`src/rtl/mem_arbiter.sv`:
```
// mem_arbiter: shares one pipelined memory between I-cache fills and D-cache fills/write-through stores.
// Define ARB_RR_EN for round-robin tie-breaking; otherwise the D-cache always wins a tie.
module mem_arbiter #(
  parameter int ADDR_WIDTH   = 16,
  parameter int BLOCK_WORDS  = 8,
  parameter int READ_LATENCY = 4
) (
  input  logic                         clk,
  input  logic                         rst,
  input  logic                         i_req,
  input  logic [ADDR_WIDTH-1:0]        i_addr,
  input  logic                         d_req,
  input  logic                         d_wr,
  input  logic [ADDR_WIDTH-1:0]        d_addr,
  input  logic [15:0]                  d_wdata,
  output logic                         i_grant,
  output logic                         d_grant,
  output logic                         fill_valid,
  output logic [15:0]                  fill_data,
  output logic [$clog2(BLOCK_WORDS)-1:0] fill_word,
  output logic                         i_done,
  output logic                         d_done,
  output logic                         mem_enable,
  output logic                         mem_wr,
  output logic [ADDR_WIDTH-1:0]        mem_addr,
  output logic [15:0]                  mem_data_in,
  input  logic [15:0]                  mem_data_out,
  input  logic                         mem_data_valid
);
  localparam int WIDX = $clog2(BLOCK_WORDS);
  localparam int CW = WIDX + 1;
  typedef enum logic [1:0] {IDLE, FILL, WRITE} state_t;
  state_t state, state_n;
  logic owner_d, pick_d, go, in_fill, in_write, issuing, last;
  logic [CW-1:0] issue_cnt, recv_cnt;
  logic [ADDR_WIDTH-1:0] addr, sel_addr;
  logic [15:0] wdata;
`ifdef ARB_RR_EN
  logic last_d;
  assign pick_d = d_req & (~i_req | ~last_d);
`else
  assign pick_d = d_req;
`endif
  assign go = i_req | d_req;
  assign sel_addr = pick_d ? d_addr : i_addr;
  assign in_fill = state == FILL;
  assign in_write = state == WRITE;
  assign issuing = in_fill && issue_cnt < CW'(BLOCK_WORDS);
  assign last = fill_valid && recv_cnt == CW'(BLOCK_WORDS - 1);
  always_comb begin
    state_n = state;
    if (state == IDLE)
      state_n = go ? ((pick_d & d_wr) ? WRITE : FILL) : IDLE;
    else if (in_fill)
      state_n = last ? IDLE : FILL;
    else
      state_n = IDLE;
  end
  always_comb begin
    mem_enable  = issuing | in_write;
    mem_wr      = in_write;
    mem_addr    = issuing ? addr + ADDR_WIDTH'({issue_cnt, 1'b0}) : in_write ? addr : '0;
    mem_data_in = in_write ? wdata : '0;
    fill_valid  = in_fill & mem_data_valid;
    fill_data   = fill_valid ? mem_data_out : '0;
    fill_word   = fill_valid ? recv_cnt[WIDX-1:0] : '0;
    i_grant     = in_fill & ~owner_d;
    d_grant     = (in_fill | in_write) & owner_d;
    i_done      = last & ~owner_d;
    d_done      = (last & owner_d) | in_write;
  end
  always_ff @(posedge clk) begin
    if (rst) begin
      state     <= IDLE;
      issue_cnt <= '0;
      recv_cnt  <= '0;
      owner_d   <= 1'b0;
      addr      <= '0;
      wdata     <= '0;
    end else begin
      state <= state_n;
      if (state == IDLE && go) begin
        owner_d   <= pick_d;
        addr      <= (pick_d & d_wr) ? {sel_addr[ADDR_WIDTH-1:1], 1'b0}
                                     : {sel_addr[ADDR_WIDTH-1:WIDX+1], {(WIDX+1){1'b0}}};
        wdata     <= d_wdata;
        issue_cnt <= '0;
        recv_cnt  <= '0;
      end
      if (issuing) issue_cnt <= issue_cnt + 1'b1;
      if (fill_valid) recv_cnt <= recv_cnt + 1'b1;
    end
  end
`ifdef ARB_RR_EN
  always_ff @(posedge clk) begin
    if (rst) last_d <= 1'b0;
    else if (i_done | d_done) last_d <= d_done;
  end
`endif
endmodule
```
`config.mk`:
```
export PLATFORM = sky130hd
export DESIGN_NAME = mem_arbiter
export DESIGN_NICKNAME = d
export VERILOG_FILES = /design/src/rtl/mem_arbiter.sv
export SDC_FILE = /design/constraint.sdc
export NUM_CORES = 1
export LEC_CHECK = 0
export ABC_AREA = 1
export ABC_CLOCK_PERIOD_IN_PS = 4450
export BUFFER_PORTS_ARGS = -buffer_cell sky130_fd_sc_hd__buf_2
export CAP_MARGIN = 20
export CORE_ASPECT_RATIO = 1.25
export CORE_MARGIN = 2
export CORE_UTILIZATION = 50
export DETAILED_ROUTE_END_ITERATION = 7
export MAX_ROUTING_LAYER = met4
export PLACE_DENSITY = 0.86
export SYNTH_ARGS = -nofsm -noshare
export SYNTH_HDL_FRONTEND = slang
export SYNTH_SLANG_ARGS = --single-unit
```
`constraint.sdc`:
```
create_clock -name clk -period 4.45 [get_ports clk]
set_clock_uncertainty 0.15 [all_clocks]
set_input_delay 0.6675 -clock clk [delete_from_list [all_inputs] [get_ports clk]]
set_output_delay 0.6675 -clock clk [all_outputs]
set_load 0.01 [all_outputs]
```
Yosys cells after proc, flatten, opt, wreduce, memory -nomap -nowiden
Index checks and enable logic that the tools add are counted.
{ "classes": {"add_sub_neg": 3, "n_lt_le_gt_ge": 1, "n_eq_ne": 3, "muxes": 15, "bitwise_logic": 11, "reduce_logical": 6} }
{ "ops": {"columns": ["cell", "count"], "rows": [
  ["two-way mux 16 bit", 5],
  ["adder 16 x 5 -> 16 bit", 1],
  ["two-way mux 4 bit", 4],
  ["adder 4 x 1 -> 4 bit, second input constant", 2],
  ["bitwise AND 1 bit", 6],
  ["two-way mux 2 bit", 3],
  ["equality test 4 x 3 -> 1 bit, second input constant", 1],
  ["less-than comparator 4 bit, second input constant", 1],
  ["bitwise OR 1 bit", 4],
  ["nonzero test 2 bit", 2],
  ["logical AND 1 bit", 3],
  ["two-way mux 3 bit", 1],
  ["equality test 2 x 1 -> 1 bit, second input constant", 1],
  ["equality test 2 bit, second input constant", 1],
  ["zero test 2 bit", 1],
  ["two-way mux 1 bit", 2],
  ["inverter 1 bit", 1]
]} }
{ "word_totals": {"reg_bits": 43, "inputBits": 70, "output_inout_bits": 58, "wordCells": 45} }

Longest topological paths before layout
Gate-level depths: netlist of the first run.
{ "logic_depth": {"depth_word": 6, "ltp_mapped": 11, "ltp_nobuf": 11} }

Worst setup path after synthesis of the first run
Ideal clock, no wire load.
{ "synth_path": {"path_type": "register -> output", "from": "register issue_cnt[0]", "to": "output port mem_addr[11]", "arrival_ns": 1.656, "t_required_ns": 3.632, "path_slack_ns": 1.976, "stages_incl_launch_ff": 9, "n_path_buf": 0, "path_cell_list": "dfxtp_1 > ha_1 > inv_1 > fa_1 > inv_1 > nand3_1 > nand2_1 > nand3_1 > o21ai_0"} }
{ "synth_via": {"elab_chain_len": 3, "elab_cells_between_ends": 4, "cone_classes": "add/sub (1); order compare (1); mux (1); reduce/logical (1)"} }
{ "synth_rtl": {"columns": ["item", "line", "source"], "rows": [
  ["start, declared", "35", "logic [CW-1:0] issue_cnt, recv_cnt;"],
  ["start signal, assigned", "90", "if (issuing) issue_cnt <= issue_cnt + 1'b1;"],
  ["parallel branches: the longest is 2 deep, another holds adder 16 x 5 -> 16 bit", null, null],
  ["two-way mux 16 bit *", "62", "mem_addr = issuing ? addr + ADDR_WIDTH'({issue_cnt, 1'b0}) : in_write ? addr : '0;"],
  ["end, declared", "25", "output logic [ADDR_WIDTH-1:0] mem_addr,"]
]} }
Mark *: on every way between the ends.

Worst setup path after layout of the first run
{ "layout_path": {"from": "register issue_cnt[0]", "to": "output port mem_addr[7]"} }
Same word-level chain as after synthesis.

==> out/results.txt, run 1 <==
outcome -> completed
synth unique cells -> 29
Die H -> 84.6 um
clock slew at the register clock pins of the worst setup and hold paths -> 0.08 ns
htree depth -> 2
GPL Wtd Cong -> 0.793
Post-synth EDFFs -> 0
WP data required -> 3.63 ns
quantity of I/O buffers inserted on ports -> 121
total grt overflow -> 0
Synth Area in Simple Gates -> 0.355
critical path data arrival time -> 2.25 ns
Avg Inst Size Synth -> 6.39 sq um
slew of the pin with the lowest slew margin -> 0.910 ns
power density cells -> 296 nW/um^2
standard-cell rows -> 29
Yosys reg bits -> 42
Starting Density -> 0.515
TritonCTS Buffers -> 5
DRT Pass-1 Iters -> 4
fmax -> 326 MHz
endpoints failing setup -> 0
routed len/inst -> 11.2 um
Final Slew Violations -> 0
HP Start -> recv_cnt[3]$_SDFFE_PP0P_
largest cells by area after synthesis -> dfxtp_1 (32%), nand2_1 (18%), inv_1 (10%)
post-synthesis sequential area ratio -> 0.324
GRT Total Usage -> 0.242
predominant post-synthesis flop cell -> dfxtp_1
nets -> 601
RSZ-0062 raised after global routing -> false
Placed Area -> 3200 sq um
Pleak -> 2.02 nW
post-CTS sizing -> 0
CP startpoint kind -> flop
Synth top area share -> 0.324
initial antenna violation count -> 0
# clock sinks -> 42
mux cell area share after synthesis -> 0.0347
Hold Crit Class -> reg -> reg
pin count of the biggest net entering global routing -> 25
DR iter-0 viols -> 139
CTS tree -> built
via count -> 2862
Max Buffers Root-to-Sink -> 2
DRC viols -> 0
Total Neg Setup Slack -> 0 ns
core box area -> 5040 sq um
IO Pins -> 128
global-route wire length before repair -> 10900 um
largest family of logic cells by synthesized area -> simple AND/OR/NAND/NOR gates
Critical Path End Type -> output port
CTS Root Cell -> clkbuf_8
Compound-Gate Fraction of Synth Area -> 0.0862
relative slew slack -> 0.393
Worst R2R Path Depth -> 7
Syn-to-layout area delta -> 28.7%
CTS Hold Buffers Added -> 0
Final min period -> 3.06 ns
Antenna diodes -> 0
DIE AREA -> 5790 sq um
VDD IR max -> 0.300 mV
via count of the first global-routing pass -> 2585
Synth Area in XOR/XNOR -> 0.0101
Post-Syn Area -> 2600 sq um
Filler Cell Count -> 457
Endpoint, Worst Hold -> recv_cnt[3]$_SDFFE_PP0P_
die width -> 68.5 um
peak fanout along the critical path -> 9
vias per cell -> 4.90
Syn. warnings -> 0
worst reg2reg path endpoint -> recv_cnt[2]$_SDFFE_PP0P_
Yosys top cell by area -> dfxtp_1
Tcrit/Tclk final -> 0.689
post-synthesis adder-cell area fraction -> 0.0510
Hold Path Stages -> 2
Antenna Nets Post-Route -> 0
post-route design area -> 3340 sq um
R2R setup slack -> 2.36 ns
worst skew pair latency -> 0.29 ns
worst r2r src -> state[1]$_SDFF_PP0_
WS Path Type -> reg -> out
Post-CTS Setup Bufs -> 0
max-cap violations -> 0
share of post-route cells with drive strength above 1 -> 0.268
ys async rst share -> 0
final WL -> 6540 um
DP HPWL -> 5020 um
Syn Inst Count -> 407
final hold vios -> 0
Syn Nets -> 487
## per-stage QoR
step	worst slack (ns)	std cells	hold WS, ns	power (mW)	util
floorplan	1.98	407	0.285	0.561	-
global placement	1.74	576	0.295	0.623	0.635
detailed placement	1.67	576	0.306	0.630	0.635
CTS	1.39	584	0.318	0.996	0.663
global route	1.14	584	0.337	1.04	0.663
finish	1.39	584	0.315	0.989	0.663
## critical path, cell delays in order (launching register included)
cell     delay (ns)
dfxtp_1        0.41
ha_1           0.20
inv_1          0.05
fa_1           0.39
inv_1          0.07
nand3_1        0.06
nand2_1        0.27
nand2_1        0.12
o21ai_0        0.16
nand2_1        0.07
inv_1          0.05
buf_2          0.11
## logic make-up (layout without fill, tap and decap cells)
| logic type | Yosys count | after routing |
|---|---|---|
| compound gates | 41 | 41 |
| xor+xnor | 3 | 3 |
| fa+ha+maj | 10 | 10 |
| buf+inv | 87 | 202 |
| flops | 42 | 42 |
| mux | 9 | 9 |
| other cells | 1 | 1 |
| simple gates | 214 | 214 |
## power breakdown
group | switching, mW | internal, mW | leakage [nW]
Clock | 0.128 | 0.239 | 0.0714
Combinational | 0.121 | 0.0728 | 1.60
Sequential | 0.0222 | 0.406 | 0.346
Total | 0.271 | 0.718 | 2.02
## synth_stat cells, types with 3 or more instances
cell type  number
a21oi_1        11
a31oi_1         3
buf_2           7
dfxtp_1        42
ha_1            9
inv_1          70
mux2i_1         9
nand2_1       124
nand2_2         3
nand3_1        35
nand4_1         7
nor2_1         37
nor3_1          3
o21ai_0        15
o22ai_1        10
xor2_1          3
## sequential cells by signal, indices dropped and copies added (netlist names)
register and count:
state 2, recv_cnt 4, addr 15, issue_cnt 4, owner_d 1, wdata 16
## layer usage
layer,part of all wire,track usage
met1,0.40,0.258
met2,0.53,0.433
met3,0.049,0.0375
met4,0.021,0.0909
met5,0,-
## worst max-delay path by stage
stage                              start           end  depth (start not counted)
2_1_floorplan  issue_cnt[0]$_SDFFE_PP0P_  mem_addr[11]                          8
3_3_place_gp   issue_cnt[0]$_SDFFE_PP0P_   mem_addr[7]                         11
3_5_place_dp              mem_data_valid        d_done                          6
4_1_cts        issue_cnt[0]$_SDFFE_PP0P_   mem_addr[7]                         11
5_1_grt        issue_cnt[0]$_SDFFE_PP0P_   mem_addr[7]                         11
6_report       issue_cnt[0]$_SDFFE_PP0P_   mem_addr[7]                         11
## final cells by class
class                      instances  area, sq um  share of cell area
clock inverter                     2         60.1              0.0180
multi-input combinational        278         1400               0.418
tap                               62         77.6              0.0232
inverter                          73          279              0.0834
clock buffer                       6         82.6              0.0247
timing repair buffer             121          606               0.181
sequential                        42          841               0.251
## placed cells by master (no fill, tap or decap), types with 2 or more instances in the layout
cell type,count
ha_1,9
dfxtp_1,42
a31oi_1,3
nand2_2,3
nand4_1,7
inv_1,70
inv_2,2
xor2_1,3
clkbuf_8,6
mux2i_1,9
nor2_1,37
o21ai_0,15
nand2_1,124
nor2_4,2
nand2_4,2
o22ai_1,10
a21oi_1,11
buf_2,121
nand3_1,35
nor3_1,3
bufinv_16,2
Note: power is estimated with default switching activity, not from simulation.
==> run 2, diff against run 1 <==
==> config.mk (replaced) <==
export PLATFORM = sky130hd
export DESIGN_NAME = mem_arbiter
export DESIGN_NICKNAME = d
export VERILOG_FILES = /design/src/rtl/mem_arbiter.sv
export SDC_FILE = /design/constraint.sdc
export NUM_CORES = 1
export LEC_CHECK = 0
export ABC_AREA = 0
export ABC_CLOCK_PERIOD_IN_PS = 2800
export BUFFER_PORTS_ARGS = -buffer_cell sky130_fd_sc_hd__buf_2
export CAP_MARGIN = 20
export CORE_ASPECT_RATIO = 1.25
export CORE_MARGIN = 2
export CORE_UTILIZATION = 41
export DETAILED_ROUTE_END_ITERATION = 7
export MAX_ROUTING_LAYER = met4
export PLACE_DENSITY = 0.76
export SYNTH_ARGS = -nofsm -noshare
export SYNTH_HDL_FRONTEND = slang
export SYNTH_SLANG_ARGS = --single-unit
==> constraint.sdc (replaced) <==
create_clock -name clk -period 2.8 [get_ports clk]
set_clock_uncertainty 0.15 [all_clocks]
set_input_delay 0.42 -clock clk [delete_from_list [all_inputs] [get_ports clk]]
set_output_delay 0.42 -clock clk [all_outputs]
set_load 0.01 [all_outputs]
==> run 2 against run 1 <==
- sequential power rose by 61%
- largest power group unchanged
- register-to-register slack got worse by 1.4 ns
- critical endpoint is now mem_addr[9]
- clock power rose by 8.4%
- final cell count fell by 12%
- global-route usage fell by 4.7 points
==> out/results.txt, run 2 <==
max-cap violations -> 0 (unchanged)
Biggest register -> wdata
Logic pwr share -> 0.222 (+0.026)
max incr delay on CP -> 0.40 ns (about the same)
Final Non-Filler Cells -> 516 (-12%)
Placed Area -> 3140 sq um (-2.1%)
Syn Nets -> 400 (-18%)
max reg flops -> 16 (unchanged)
fmax -> 370 MHz
Switching Share -> 0.318 (+0.0439)
Crit path max-delay family -> simple AND/OR/NAND/NOR gates
WP buf/inv -> 2 (-2)
die width -> 73.8 um (+7.8%)
predominant post-synthesis flop cell -> dfxtp_1
DR iter-0 viols -> 123 (-12%)
Syn Inst Count -> 320 (-21%)
Multi-input gate area -> 1540 sq um (+10%)
relative slew slack -> 0.468 (+0.0747)
peak fanout along the critical path -> 3 (-6)
Placed Instances -> 507 (-12%)
vias per cell -> 4.94 (+0.80%)
Antenna Nets Post-Route -> 0 (unchanged)
Max Buffers Root-to-Sink -> 2 (unchanged)
clock slew at the register clock pins of the worst setup and hold paths -> 0.08 ns (about the same)
Die H -> 91.3 um (+7.9%)
via count -> 2549 (-11%)
biggest regs -> wdata: 16 flops, addr: 15 flops
htree depth -> 2 (unchanged)
outcome -> completed
GRT Total Usage -> 0.195 (-0.0473)
Pleak -> 1.75 nW (-14%)
Syn-to-layout area delta -> 30.7%
global-route wire length before repair -> 10300 um (-5.2%)
Antenna diodes -> 0 (unchanged)
CP max-delay cell -> or4_1
sequential share of power -> 0.492 (+0.059)
nets -> 513 (-15%)
crit-path cells -> ha_4, inv_1, fa_2, nand2b_4, a21o_1, or4_1, nand3_1, buf_2
Avg Inst Size Synth -> 7.81 sq um (+22%)
GPL Wtd Cong -> 0.819 (+3.2%)
Tcrit/Tclk final -> 0.966
commonest non-fill, non-tap cell in the layout -> buf_2
total grt overflow -> 0 (unchanged)
critical path data arrival time -> 2.14 ns (-0.11 ns)
pre-CTS setup slack -> 0.192 ns (-1.48 ns)
share of post-route cells with drive strength above 1 -> 0.348 (+0.0797)
Sw Pwr -> 0.444 mW (+64%)
CP startpoint kind -> flop
post-route design area -> 3270 sq um (-2.3%)
final WL -> 6430 um (-1.7%)
DRC viols -> 0 (unchanged)
Hold Crit Class -> in -> reg
Final min period -> 2.71 ns
CTS tree -> built
Final Slew Violations -> 0 (unchanged)
Yosys reg bits -> 42 (unchanged)
DRT Pass-1 Iters -> 4 (unchanged)
Yosys top cell by area -> dfxtp_1
TritonCTS Buffers -> 5 (unchanged)
VDD IR max -> 0.386 mV (+29%)
standard-cell rows -> 31 (+6.9%)
Total Neg Setup Slack -> 0 ns (unchanged)
Syn. warnings -> 0 (unchanged)
Post-Syn Area -> 2500 sq um (-3.8%)
endpoints failing setup -> 0 (unchanged)
worst skew pair latency -> 0.30 ns (about the same)
via count of the first global-routing pass -> 2337 (-9.6%)
Clk pwr share -> 0.286 (-0.085)
post-route setup slack -> 0.0939 ns (-1.29 ns)
# clock sinks -> 42 (unchanged)
post-synthesis sequential area ratio -> 0.336 (+0.0128)
CTS Hold Buffers Added -> 0 (unchanged)
WP data required -> 2.23 ns (-1.40 ns)
quantity of I/O buffers inserted on ports -> 121 (unchanged)
power density cells -> 427 nW/um^2 (+44%)
Starting Density -> 0.427 (-0.0884)
WS Path Type -> reg -> out
synth unique cells -> 42 (+45%)
core box area -> 5860 sq um (+16%)
DP HPWL -> 4740 um (-5.6%)
ys async rst share -> 0 (unchanged)
top-count cell post-synth -> nand2_1
largest cells by area after synthesis -> dfxtp_1 (34%), mux2i_1 (8.0%), nand2_1 (8.0%)
register area -> 845 sq um (+0.45%)
routed len/inst -> 12.5 um (+11%)
DIE AREA -> 6740 sq um (+16%)
Post-synth EDFFs -> 0 (unchanged)
commonest cells after routing, fill and taps aside -> buf_2 (121), nand2_1 (53), dfxtp_1 (39)
Core Util, Final -> 0.558 (-0.105)
Filler Cell Count -> 571 (+25%)
Synth top area share -> 0.336 (+0.0128)
slew of the pin with the lowest slew margin -> 0.798 ns (-0.112 ns)
CTS Root Cell -> clkbuf_8
Internal -> 0.951 mW (+33%)
IO Pins -> 128 (unchanged)
Post-synth top cells -> nand2_1 (53), dfxtp_1 (42), nor2_1 (30)
pin count of the biggest net entering global routing -> 40 (+60%)
final hold vios -> 0 (unchanged)
Design Power -> 1.40 mW (+41%)
Critical Path End Type -> output port
initial antenna violation count -> 0 (unchanged)
Hold WS -> 0.185 ns (-0.130 ns)
run 2: cell count changes after synthesis, moves of 4 or more:
cell,before,now
mux2i_1,9,20
a21oi_1,11,27
a211oi_1,0,16
nor2_1,37,30
inv_1,70,8
buf_4,1,5
and2_1,0,17
nand2_1,124,53
clkbuf_1,2,8
and3_1,0,20
nand3_1,35,14
o22ai_1,10,0
o21ai_0,15,8
run 2: area by class of cell:
cell class | instances | area share
Clock buffer | 5 | 0.0211
Clock inverter | 3 | 0.00651
Inverter | 8 | 0.00919
Multi-Input combinational cell | 248 | 0.472
Sequential cell | 42 | 0.259
Tap cell | 82 | 0.0314
Timing Repair Buffer | 128 | 0.201
run 2: path summary, 6_finish.rpt:
check | slack, ns | startpoint | to | cells after the start
min | 0.19 | d_addr[1] | addr[1]$_SDFFE_PP0P_ | 2
max reg2reg | 1.00 | state[1]$_SDFF_PP0_ | recv_cnt[2]$_SDFFE_PP0P_ | 8
min reg2reg | 0.30 | wdata[4]$_SDFFE_PP0P_ | wdata[4]$_SDFFE_PP0P_ | 2
max | 0.09 | addr[1]$_SDFFE_PP0P_ | mem_addr[9] | 8
run 2: kinds of logic after synthesis:
family | count (synthesis) | synth area share
mux | 20 | 0.0801
fa+ha+maj | 10 | 0.0531
simple gates | 151 | 0.303
xor+xnor | 2 | 0.00701
other cells | 1 | 0.00150
flops | 42 | 0.336
buf+inv | 30 | 0.0591
compound gates | 64 | 0.160
run 2: layer usage:
metal	up-vias	part of all wire	GRT usage	wire length [um]
met5	-	0	-	0
met4	0	0.017	0.0697	110
met3	10	0.034	0.0322	217
met2	51	0.50	0.320	3230
met1	1147	0.45	0.238	2870
li1	1341	-	-	-
run 2: power groups by stage:
stage / Combinational [mW] / Clock [mW] / Sequential [mW]
2_1_floorplan: 0.210 / 0 / 0.688
6_report: 0.310 / 0.398 / 0.687
3_5_place_dp: 0.307 / 0 / 0.700
4_1_cts: 0.312 / 0.405 / 0.686
5_1_grt: 0.350 / 0.425 / 0.694
3_3_place_gp: 0.302 / 0 / 0.697
run 2: what timing repair did:
action / 4_1_cts / 5_1_grt
cloned: 0 / 0
buffers inserted: 1 / 0
endpoints found under the setup margin: 5 / 3
resized for setup: 5 / 4
endpoints found under the hold margin: 0 / 0
==> run 3, diff against run 2 <==
--- a/config.mk
+++ b/config.mk
@@ -15,6 +15,7 @@
 export DETAILED_ROUTE_END_ITERATION = 7
 export MAX_ROUTING_LAYER = met4
 export PLACE_DENSITY = 0.76
+export SETUP_SLACK_MARGIN = 0.3
 export SYNTH_ARGS = -nofsm -noshare
 export SYNTH_HDL_FRONTEND = slang
 export SYNTH_SLANG_ARGS = --single-unit
==> run 3 against run 2 <==
- maximum frequency is 0.72% higher
- worst hold slack better by 0.0020 ns
- clock power is 1% lower
- utilization is 2.5 points higher
- first-iteration DRC count is 9.8% higher
- sequential power hardly changed
- final area is 4.5% higher
- total power is 0.56% higher
- final cell count is 1.2% higher
- non-clock buffer count is 6 higher
- critical path type unchanged
- largest cell class unchanged
==> out/results.txt, run 3 (same netlist as run 2, synthesis figures left out) <==
Worst R2R Path Depth -> 8 (unchanged)
nets -> 519 (+1.2%)
peak fanout along the critical path -> 5 (+2)
pin count of the biggest net entering global routing -> 40 (unchanged)
Die H -> 91.3 um (unchanged)
worst skew pair latency -> 0.30 ns (about the same)
global-route wire length before repair -> 10400 um (+1.3%)
Max Buffers Root-to-Sink -> 2 (unchanged)
outcome -> completed
Crit path max-delay family -> simple AND/OR/NAND/NOR gates
DIE AREA -> 6740 sq um (unchanged)
crit-path cells -> inv_1, fa_2, nand2b_4, a21o_1, or4_1, nand3_1, buf_2
Hold Path Stages -> 2 (unchanged)
max reg flops -> 16 (unchanged)
Hold Crit Class -> in -> reg
fmax -> 372 MHz (+0.72%)
via count of the first global-routing pass -> 2360 (+0.98%)
Total Neg Setup Slack -> 0 ns (unchanged)
Tcrit/Tclk final -> 0.960 (-0.00694)
WP buf/inv -> 2 (unchanged)
Hold WS -> 0.187 ns (+0.00202 ns)
Starting Density -> 0.427 (unchanged)
Core Util, Final -> 0.583 (+0.0250)
Filler Cell Count -> 543 (-4.9%)
worst r2r src -> state[1]$_SDFF_PP0_
Pleak -> 1.78 nW (+1.6%)
CTS Hold Buffers Added -> 0 (unchanged)
power density cells -> 411 nW/um^2 (-3.7%)
quantity of I/O buffers inserted on ports -> 121 (unchanged)
die width -> 73.8 um (unchanged)
CP startpoint kind -> flop
commonest cells after routing, fill and taps aside -> buf_2 (121), nand2_1 (53), dfxtp_1 (36)
met3 wire len -> 212 um (-2.3%)
Antenna diodes -> 0 (unchanged)
slew of the pin with the lowest slew margin -> 0.798 ns (+0.00000876 ns)
initial antenna violation count -> 0 (unchanged)
core box area -> 5860 sq um (unchanged)
relative slew slack -> 0.468 (about the same)
HP Start -> d_addr[1]
CTS Root Cell -> clkbuf_8
max incr delay on CP -> 0.41 ns (about the same)
TritonCTS Buffers -> 5 (unchanged)
routed len/inst -> 12.9 um (+3.6%)
clock slew at the register clock pins of the worst setup and hold paths -> 0.08 ns (about the same)
WS Path Type -> reg -> out
Top Metal Used -> met4
met1 WL -> 2940 um (+2.3%)
max-cap violations -> 0 (unchanged)
# clock sinks -> 42 (unchanged)
endpoints failing setup -> 0 (unchanged)
metal2 WL -> 3470 um (+7.6%)
Critical Path End Type -> output port
worst reg2reg path endpoint -> recv_cnt[2]$_SDFFE_PP0P_
standard-cell rows -> 31 (unchanged)
Antenna Nets Post-Route -> 0 (unchanged)
Final Slew Violations -> 0 (unchanged)
Endpoint, Worst Hold -> addr[1]$_SDFFE_PP0P_
final WL -> 6740 um (+4.8%)
R2R setup slack -> 1.03 ns (+0.03 ns)
IO Pins -> 128 (unchanged)
htree depth -> 2 (unchanged)
DRT Pass-1 Iters -> 4 (unchanged)
Final min period -> 2.69 ns (-0.0194 ns)
DR iter-0 viols -> 135 (+9.8%)
DP HPWL -> 4740 um (unchanged)
commonest non-fill, non-tap cell in the layout -> buf_2
CP max-delay cell -> dfxtp_2
DRC viols -> 0 (unchanged)
Worst Setup SP -> issue_cnt[1]$_SDFFE_PP0P_
total grt overflow -> 0 (unchanged)
GPL Wtd Cong -> 0.819 (unchanged)
via count -> 2577 (+1.1%)
critical path data arrival time -> 2.12 ns (-0.02 ns)
RSZ-0062 raised after global routing -> true
biggest regs -> wdata: 16 flops, addr: 15 flops
vias per cell -> 4.94 (about the same)
share of post-route cells with drive strength above 1 -> 0.393 (+0.0453)
GRT Total Usage -> 0.198 (+0.00253)
final hold vios -> 0 (unchanged)
Syn-to-layout area delta -> 36.5%
Biggest register -> wdata
CTS tree -> built
VDD IR max -> 0.384 mV (-0.59%)
Design Power -> 1.40 mW (+0.56%)
WP data required -> 2.23 ns (about the same)
[run 3: cell count changes in the layout (fill, tap and decap cells not counted), moves of 3 or more]
cell,delta
buf_4,+5
dfxtp_2,+3
nand3_2,+3
ha_4,+3
ha_1,-4
nand3_1,-3
dfxtp_1,-3
[run 3: routing by layer]
| metal | global-route usage | vias up |
|---|---|---|
| li1 | - | 1352 |
| met1 | 0.240 | 1161 |
| met2 | 0.325 | 55 |
| met3 | 0.0322 | 9 |
| met4 | 0.0712 | 0 |
| met5 | - | - |
[run 3: area by class of cell]
type,instances,area [sq um],area share
Clock buffer,5,68.8,0.0202
Clock inverter,3,21.3,0.00623
Inverter,8,30.0,0.00880
Multi-Input combinational cell,248,1640,0.479
Sequential cell,42,848,0.249
Tap cell,82,103,0.0301
Timing Repair Buffer,134,707,0.207
[run 3: power by group]
| part | total [mW] | internal (mW) | switching, mW |
|---|---|---|---|
| registers | 0.689 | 0.644 | 0.0445 |
| clock network | 0.393 | 0.175 | 0.218 |
| logic | 0.321 | 0.139 | 0.182 |
[run 3: worst max-delay path by stage]
stage          slack, ns  cells past startpoint      endpoint
6_report            0.11                      7   mem_addr[9]
3_3_place_gp        0.22                      8  mem_addr[15]
4_1_cts             0.12                      8   mem_addr[9]
2_1_floorplan       0.39                      7   mem_addr[9]
3_5_place_dp        0.19                      8   mem_addr[9]
5_1_grt             0.05                      9   mem_addr[7]
[run 3: per-stage QoR]
stage               setup WS [ns]  area, sq um  cells
floorplan                   0.391         2500    320
global placement            0.215         3140    507
detailed placement          0.192         3140    507
CTS                         0.119         3300    520
global route               0.0470         3410    522
finish                      0.113         3410    522
[run 3: timing repair]
item | CTS | global route
setup buffers | 5 | 2
endpoints found under the setup margin | 11 | 11
pin swaps | 1 | 7
gates resized for setup | 12 | 20
